<file path="config.mk">
export PLATFORM = sky130hd
export DESIGN_NAME = mandel_iter_ctrl
export DESIGN_NICKNAME = d
export VERILOG_FILES = /design/src/rtl/mandel_iter_ctrl.sv
export SDC_FILE = /design/constraint.sdc
export NUM_CORES = 1
export LEC_CHECK = 0
export BUFFER_PORTS_ARGS = -buffer_cell sky130_fd_sc_hd__buf_4
export CORE_MARGIN = 2
export CORE_UTILIZATION = 45
export CTS_CLUSTER_DIAMETER = 80
export DETAILED_ROUTE_END_ITERATION = 12
export PLACE_DENSITY = 0.64
export SLEW_MARGIN = 20
export SYNTH_ARGS = -nofsm -noshare
export SYNTH_HDL_FRONTEND = slang
export SYNTH_SLANG_ARGS = --single-unit
</file>
<file path="constraint.sdc">
create_clock -name clk -period 4.6 [get_ports clk]
set_input_delay 0.23 -clock clk [delete_from_list [all_inputs] [get_ports clk]]
set_output_delay 0.23 -clock clk [all_outputs]
set_load 0.03 [all_outputs]
</file>
<file path="src/rtl/mandel_iter_ctrl.sv">
// Pixel sequencer for one Mandelbrot iterator: walks its interleaved columns, runs one
// core per pixel, maps the iteration count to RGB332 and hands {address, colour} to the arbiter.
module mandel_iter_ctrl #(
  parameter int          ITER_ID = 0,
  parameter int          N_ITER  = 6,
  parameter int          X_RES   = 640,
  parameter int          Y_RES   = 480,
  parameter logic [26:0] X_START = 27'h7000000,
  parameter logic [26:0] Y_START = 27'h0800000,
  parameter logic [26:0] DX      = 27'd39322,
  parameter logic [26:0] DY      = 27'd34953
) (
  input  logic        clk,
  input  logic        reset,
  input  logic        start,
  input  logic [26:0] max_iterations,
  input  logic [26:0] core_N,
  input  logic [26:0] core_flag,
  input  logic        comp_flag,
  output logic        core_reset,
  output logic [26:0] cr,
  output logic [26:0] ci,
  output logic [31:0] vga_addr,
  output logic [31:0] vga_pxl_clr,
  output logic        select,
  output logic        done
);

  typedef enum logic [2:0] {IDLE, LOAD, RUN, WAIT_ACK, ADVANCE, DONE} state_t;

  localparam logic [31:0] X_FIRST    = 32'(ITER_ID);
  localparam logic [31:0] X_STEP     = 32'(N_ITER);
  localparam logic [31:0] X_LIMIT    = 32'(X_RES);
  localparam logic [31:0] Y_LAST     = 32'(Y_RES - 1);
  localparam logic [26:0] CR_FIRST   = 27'(X_START + 27'(ITER_ID) * DX);
  localparam logic [26:0] CR_STEP    = 27'(27'(N_ITER) * DX);
  localparam bit          HAS_PIXELS = (ITER_ID < X_RES);

  state_t      state;
  logic [31:0] x;
  logic [31:0] y;
  logic [31:0] row_base;
  logic [31:0] x_next;
  logic [2:0]  bucket;
  logic [7:0]  colour;
  logic        unused_flag_bits;

  function automatic logic [7:0] palette(input logic [2:0] b);
    case (b)
      3'd0:    palette = 8'h03;
      3'd1:    palette = 8'h07;
      3'd2:    palette = 8'h1F;
      3'd3:    palette = 8'h1C;
      3'd4:    palette = 8'h3C;
      3'd5:    palette = 8'hFC;
      3'd6:    palette = 8'hE0;
      default: palette = 8'hE3;
    endcase
  endfunction

  // bucket = min(7, floor(log2 core_N)); core_N of 0 falls into bucket 0.
  always_comb begin
    // NOTE: default first so every path assigns bucket; otherwise a latch is inferred.
    bucket = 3'd0;
    for (int i = 1; i < 8; i++) begin
      if ((core_N >> i) != 27'd0) bucket = 3'(i);
    end
    colour = (core_N >= max_iterations) ? 8'h00 : palette(bucket);
  end

  assign x_next           = x + X_STEP;
  assign unused_flag_bits = ^core_flag[26:1];

  // start has priority in every state: it rewinds to pixel (ITER_ID, 0) and drops any pending pixel.
  always_ff @(posedge clk or negedge reset) begin
    if (!reset) begin
      // NOTE: non-blocking assignments for all state so every register samples pre-edge values.
      state       <= IDLE;
      x           <= X_FIRST;
      y           <= '0;
      row_base    <= '0;
      cr          <= CR_FIRST;
      ci          <= Y_START;
      core_reset  <= 1'b1;
      select      <= 1'b0;
      done        <= 1'b0;
      vga_addr    <= '0;
      vga_pxl_clr <= '0;
    end else if (start) begin
      x          <= X_FIRST;
      y          <= '0;
      row_base   <= '0;
      cr         <= CR_FIRST;
      ci         <= Y_START;
      core_reset <= 1'b1;
      select     <= 1'b0;
      if (HAS_PIXELS) begin
        done  <= 1'b0;
        state <= LOAD;
      end else begin
        done  <= 1'b1;
        state <= DONE;
      end
    end else begin
      case (state)
        IDLE: begin
          core_reset <= 1'b1;
          select     <= 1'b0;
        end
        LOAD: begin
          core_reset <= 1'b0;
          state      <= RUN;
        end
        RUN: begin
          if (core_flag[0]) begin
            vga_addr    <= row_base + x;
            vga_pxl_clr <= {24'd0, colour};
            select      <= 1'b1;
            core_reset  <= 1'b1;
            state       <= WAIT_ACK;
          end
        end
        WAIT_ACK: begin
          if (comp_flag) begin
            select <= 1'b0;
            state  <= ADVANCE;
          end
        end
        ADVANCE: begin
          if (x_next >= X_LIMIT) begin
            x        <= X_FIRST;
            cr       <= CR_FIRST;
            ci       <= ci - DY;
            y        <= y + 32'd1;
            row_base <= row_base + X_LIMIT;
            if (y == Y_LAST) begin
              done  <= 1'b1;
              state <= DONE;
            end else begin
              state <= LOAD;
            end
          end else begin
            x     <= x_next;
            cr    <= cr + CR_STEP;
            state <= LOAD;
          end
        end
        DONE: begin
          core_reset <= 1'b1;
          select     <= 1'b0;
          done       <= 1'b1;
        end
        default: state <= IDLE;
      endcase
    end
  end

endmodule

</file>
======== After elaboration in Yosys (flattened, before gate mapping) ========
Cells that the tools add are included.
word-level totals
  input port bits ......................... 85
  output and inout bits ................... 121
  logic and storage cells ................. 98
  register bits ........................... 196
operators by class
  reductions and logical operators ........ 21
  multiplexer cells ....................... 40
  order comparisons ....................... 2
  equal/unequal tests ..................... 17
  bitwise operators ....................... 1
  $add $sub $neg .......................... 6
operators by type and width
  cell                    number
  $mux 32                 9
  $reduce_bool 27->1      7
  $mux 27                 6
  $pmux 8 s7              1
  $add 32x1->32 const B   1
  $add 32x10->32 const B  1
  $add 32x3->32 const B   1
  $add 32x32->32          1
  $eq 32x9->1 const B     1
  $ge 32x10->1 const B    1
  $add 27x18->27 const B  1
  $ge 27x27->1            1
  $mux 3                  9
  $sub 27x16->27 const B  1
  $eq 3x3->1 const B      5
  $pmux 3 s5              1
  $eq 3x2->1 const B      4
  $ne 3x3->1 const B      4
  $reduce_and 3->1        4
  $mux 1                  8
  $mux 8                  1
  $reduce_bool 4->1       2
  $eq 3x1->1 const B      2
  $logic_not 3->1         2
  other kinds (9)         13

======== Depth between registers and ports, before layout ========
  depth after elaboration ................. 11
  depth in mapped cells ................... 13
  depth with buffers taken out ............ 11

======== Worst setup path after synthesis ========
Ideal clock, no wire load.
  path type ............................... register -> register
  start ................................... register x[1]
  end ..................................... register y[25]
  path buffers ............................ 1
  setup time .............................. 0.078 ns
  path slack .............................. 1.200 ns
  data arrival time ....................... 3.322 ns
  clock period less this slack ............ 3.400 ns
  stages on the path, launching flop included .. 13
  data required time ...................... 4.522 ns
  cells stage by stage .................... dfrtp_1 inv_1 ha_1 nand3b_1 nor4_1 a2111oi_0 o22ai_1 a2111o_1 o41ai_4 or4_1 buf_2 or4_1 a21oi_1
on the way
  longest elaborated chain between the ends .. 4
RTL lines
  element                             RTL line  RTL
  start: declaration                  40        logic [31:0] x;
  start signal: assignment            143       x <= x_next;
  $add 32x3->32                       71        assign x_next = x + X_STEP;
  $ge 32x10->1                        130       if (x_next >= X_LIMIT) begin
  $reduce_bool 2->1 (no source line)  n/a
  $reduce_and 2->1 (no source line)   n/a
  end signal: assignment              134       y <= y + 32'd1;
  end: declaration                    41        logic [31:0] y;
No other way between the ends.
A chain may end at the register's enable or synchronous reset.

======== Final worst setup path ========
  start ................................... register x[4]
  end ..................................... register y[13]
The elaborated chain is that of the path after synthesis.

==> flow_metrics.env <==
export IMPL_top_layer="met4"
export IMPL_globalplace_congestion=0.832
export IMPL_multi_input_area_sq_um=5700
export IMPL_layout_commonest_cell="dfrtp_1"
export IMPL_wl_met2_microns=11300
export IMPL_synth_ff_type="dfrtp_1"
export IMPL_num_rows=56
export IMPL_synth_distinct_cells=67
export IMPL_setup_violations=0
export IMPL_async_flop_share=1.00
export IMPL_wl_met3_microns=1260
export IMPL_cts_sinks=182
export IMPL_ir_drop_uv=212
export IMPL_cts_tree="yes"
export IMPL_antenna_cells=0
export IMPL_die_area_sq_um=25300
export IMPL_avgSynthCellArea_sq_um=8.91
export IMPL_worst_path_max_fanout=49
export IMPL_wl_microns=25100
export IMPL_clock_power_share=0.414
export IMPL_seqPwrFrac=0.460
export IMPL_ys_ff_latch=182
export IMPL_route_detailed_drc=0
export IMPL_fp_dieW_microns=159
export IMPL_seq_area_frac_synth=0.422
export IMPL_dr_first_iter_drc_count=623
export IMPL_crit_type="flop to flop"
export IMPL_fmax_mhz=250
export IMPL_power_w=0.00366
export IMPL_drv_cap=0
export IMPL_worst_setup_path_start_kind="flop"
export IMPL_die_h_microns=159
export IMPL_cts_resized=0
export IMPL_hpwl_microns=17600
export IMPL_r2r_cells=11
export IMPL_n_fill_cell=2199
export IMPL_crit_required_ns=4.89
export IMPL_layout_drive_gt1_share=0.164
export IMPL_rsz0062_at_grt="no"
export IMPL_vias_per_cell=5.47
export IMPL_cts_buffers=17
export IMPL_combPwrFrac=0.126
export IMPL_fin_tns_setup_ns=0
export IMPL_firstDrtPassIters=5
export IMPL_min_path_cells=3
export IMPL_syn_inst=1212
export IMPL_cts_max_level=4
export IMPL_start_util=0.459
export IMPL_end_kind="flop"
export IMPL_clkSlewWorstSetupHoldPaths_ns=0.07
export IMPL_outcome="finished clean"
export IMPL_cts_buffer_depth=2
export IMPL_syn_area_sq_um=10800
export IMPL_p_per_area_nw_per_um2=287
export IMPL_root_buffer="clkbuf_16"
export IMPL_fin_crit_sh=0.871
export IMPL_grt_pass1_vias=8557
export IMPL_p_sw_w=0.000990
export IMPL_synth_edf_count=0
export IMPL_grt_overflow=0
export IMPL_slew_violations=0
export IMPL_syn_to_final_growth_pct=18.2
export IMPL_clk_latency_ns=0.44
export IMPL_wl_per_cell_microns=14.9
export IMPL_fin_util=0.542
export IMPL_core_area_sq_um=23500
export IMPL_vias=9191
export IMPL_drtAntennaViolNets=0
export IMPL_grt_max_degree=108
export IMPL_antenna_found_initial=0
export IMPL_power_leakage_nw=5.77
export IMPL_final_cell_mix="dfrtp_1 (177), buf_4 (165), o21ai_0 (114), nand2_1 (111), nor2_1 (87)"
export IMPL_post_route_min_period_ns=4.01
export IMPL_ff_latch_area_sq_um=4560
export IMPL_fin_skew_ns=0.0121
export IMPL_worst_pin_slew_ns=0.996
export IMPL_internal_power_w=0.00267
export IMPL_crit_arrival_ns=4.29
export IMPL_wl_met1_microns=12200
export IMPL_yosys_warnings=0
export IMPL_hold_path_class="primary input to flop"
export IMPL_fin_nets=1490
export IMPL_grt_pass1_wl_microns=42300
export IMPL_grt_use_total=0.199
export IMPL_swShare=0.271
export IMPL_slew_limit_headroom=0.336
export IMPL_finalHoldViolCount=0
export IMPL_portBuffers=152
export IMPL_ios=206
-- sequential cells by signal, indices dropped and copies added, names as in the netlist, 3 cells and up --
name and cells:
y 32, vga_addr 31, x 31, ci 27, cr 25, row_base 25, vga_pxl_clr 5, state 3
-- cells by family (layout without fill, tap and decap cells) --
logic type               Yosys count  in the layout  share of synthesized area
AO/OA/AOI/OAI                    285            285                      0.165
other                              1             27                   0.000347
XOR/XNOR                          74             74                     0.0600
AND/OR/NAND/NOR                  468            468                      0.221
adder cells (fa/ha/maj)           56             56                     0.0649
buffers and inverters            139            263                     0.0599
multiplexers                       7              7                    0.00707
flip-flops                       182            182                      0.422
-- worst max-delay path: stages, from the launching register on --
cell       delay, ns
dfrtp_1         0.47
o2111ai_1       0.26
or4_1           0.70
nor3_1          0.24
o221ai_1        0.18
a2111o_1        0.44
o41ai_4         0.35
buf_4           0.35
buf_4           0.48
nor3_1          0.14
xnor2_1         0.19
nor2_1          0.06
-- per-stage QoR --
step	setup WS (ns)	instance area [sq um]	hold WS [ns]	cells
after detailed placement	0.557	12100	0.420	1648
after global routing	0.239	12800	0.116	1681
after floorplan	1.20	10900	-0.0656	1238
after CTS	0.538	12800	0.101	1681
after global placement	0.603	12100	0.433	1648
final	0.593	12800	0.117	1681
-- what timing repair did --
action / 4_1_cts / 5_1_grt
hold endpoints to repair: 86 / 0
buffers inserted: 0 / 0
hold buffers: 1 / 0
setup endpoints to repair: 0 / 0
-- worst paths after layout --
path | startpoint | end | slack [ns]
max | x[4]$_DFFE_PN0P_ | y[13]$_DFFE_PN0P_ | 0.59
min in group asynchronous | reset | cr[16]$_DFFE_PN0P_ | 0.46
min reg2reg | vga_addr[17]$_DFFE_PN0P_ | vga_addr[17]$_DFFE_PN0P_ | 0.48
max in group asynchronous | reset | done$_DFFE_PN0P_ | 2.97
max reg2reg | x[4]$_DFFE_PN0P_ | y[13]$_DFFE_PN0P_ | 0.59
min | comp_flag | state[2]$_DFFE_PN0P_ | 0.12
-- routing by layer --
| metal | GRT usage | up-vias |
|---|---|---|
| met5 | 0 | - |
| met1 | 0.278 | 4374 |
| met3 | 0.0363 | 30 |
| met2 | 0.315 | 222 |
| li1 | - | 4565 |
| met4 | 0.0612 | 0 |
-- power groups by stage --
stage	sequential, W	combinational (W)	clock, W
final	0.00168	0.000460	0.00151
after CTS	0.00168	0.000467	0.00155
after detailed placement	0.00171	0.000465	0
after floorplan	0.00178	0.000235	0
after global routing	0.00169	0.000506	0.00161
after global placement	0.00171	0.000458	0
-- cells in the mapped netlist (5+ instances only) --
master / count / area share
ha_1: 56 / 0.065
nand2_1: 111 / 0.039
o21ai_0: 114 / 0.053
xor2_1: 14 / 0.011
a211oi_1: 6 / 0.0042
a21o_1: 11 / 0.0076
nand2b_1: 6 / 0.0035
nor4_1: 38 / 0.022
nor2b_1: 21 / 0.012
nand3_1: 35 / 0.016
buf_4: 30 / 0.021
o31ai_1: 21 / 0.015
o21a_1: 8 / 0.0056
nand4_1: 26 / 0.015
inv_1: 64 / 0.022
o41ai_1: 5 / 0.0041
nor3b_1: 5 / 0.0035
buf_2: 9 / 0.0042
or4_1: 6 / 0.0042
xnor2_1: 60 / 0.049
dfstp_2: 5 / 0.012
o211ai_1: 5 / 0.0035
clkbuf_1: 35 / 0.012
and3_1: 12 / 0.0070
or2_2: 7 / 0.0041
a21oi_1: 64 / 0.030
or3_1: 32 / 0.019
nor2_1: 88 / 0.031
dfrtp_1: 177 / 0.41
and2_1: 22 / 0.013
a31oi_1: 7 / 0.0041
mux2_2: 5 / 0.0052
nor3_1: 43 / 0.020
-- area by class of cell --
type | count | share of cell area
tap | 319 | 0.0313
clock buffer | 18 | 0.0336
multi-input combinational | 917 | 0.446
timing repair buffer | 167 | 0.0987
inverter | 64 | 0.0188
clock inverter | 14 | 0.0137
sequential | 182 | 0.357
Power figures use the tool's default switching activity.
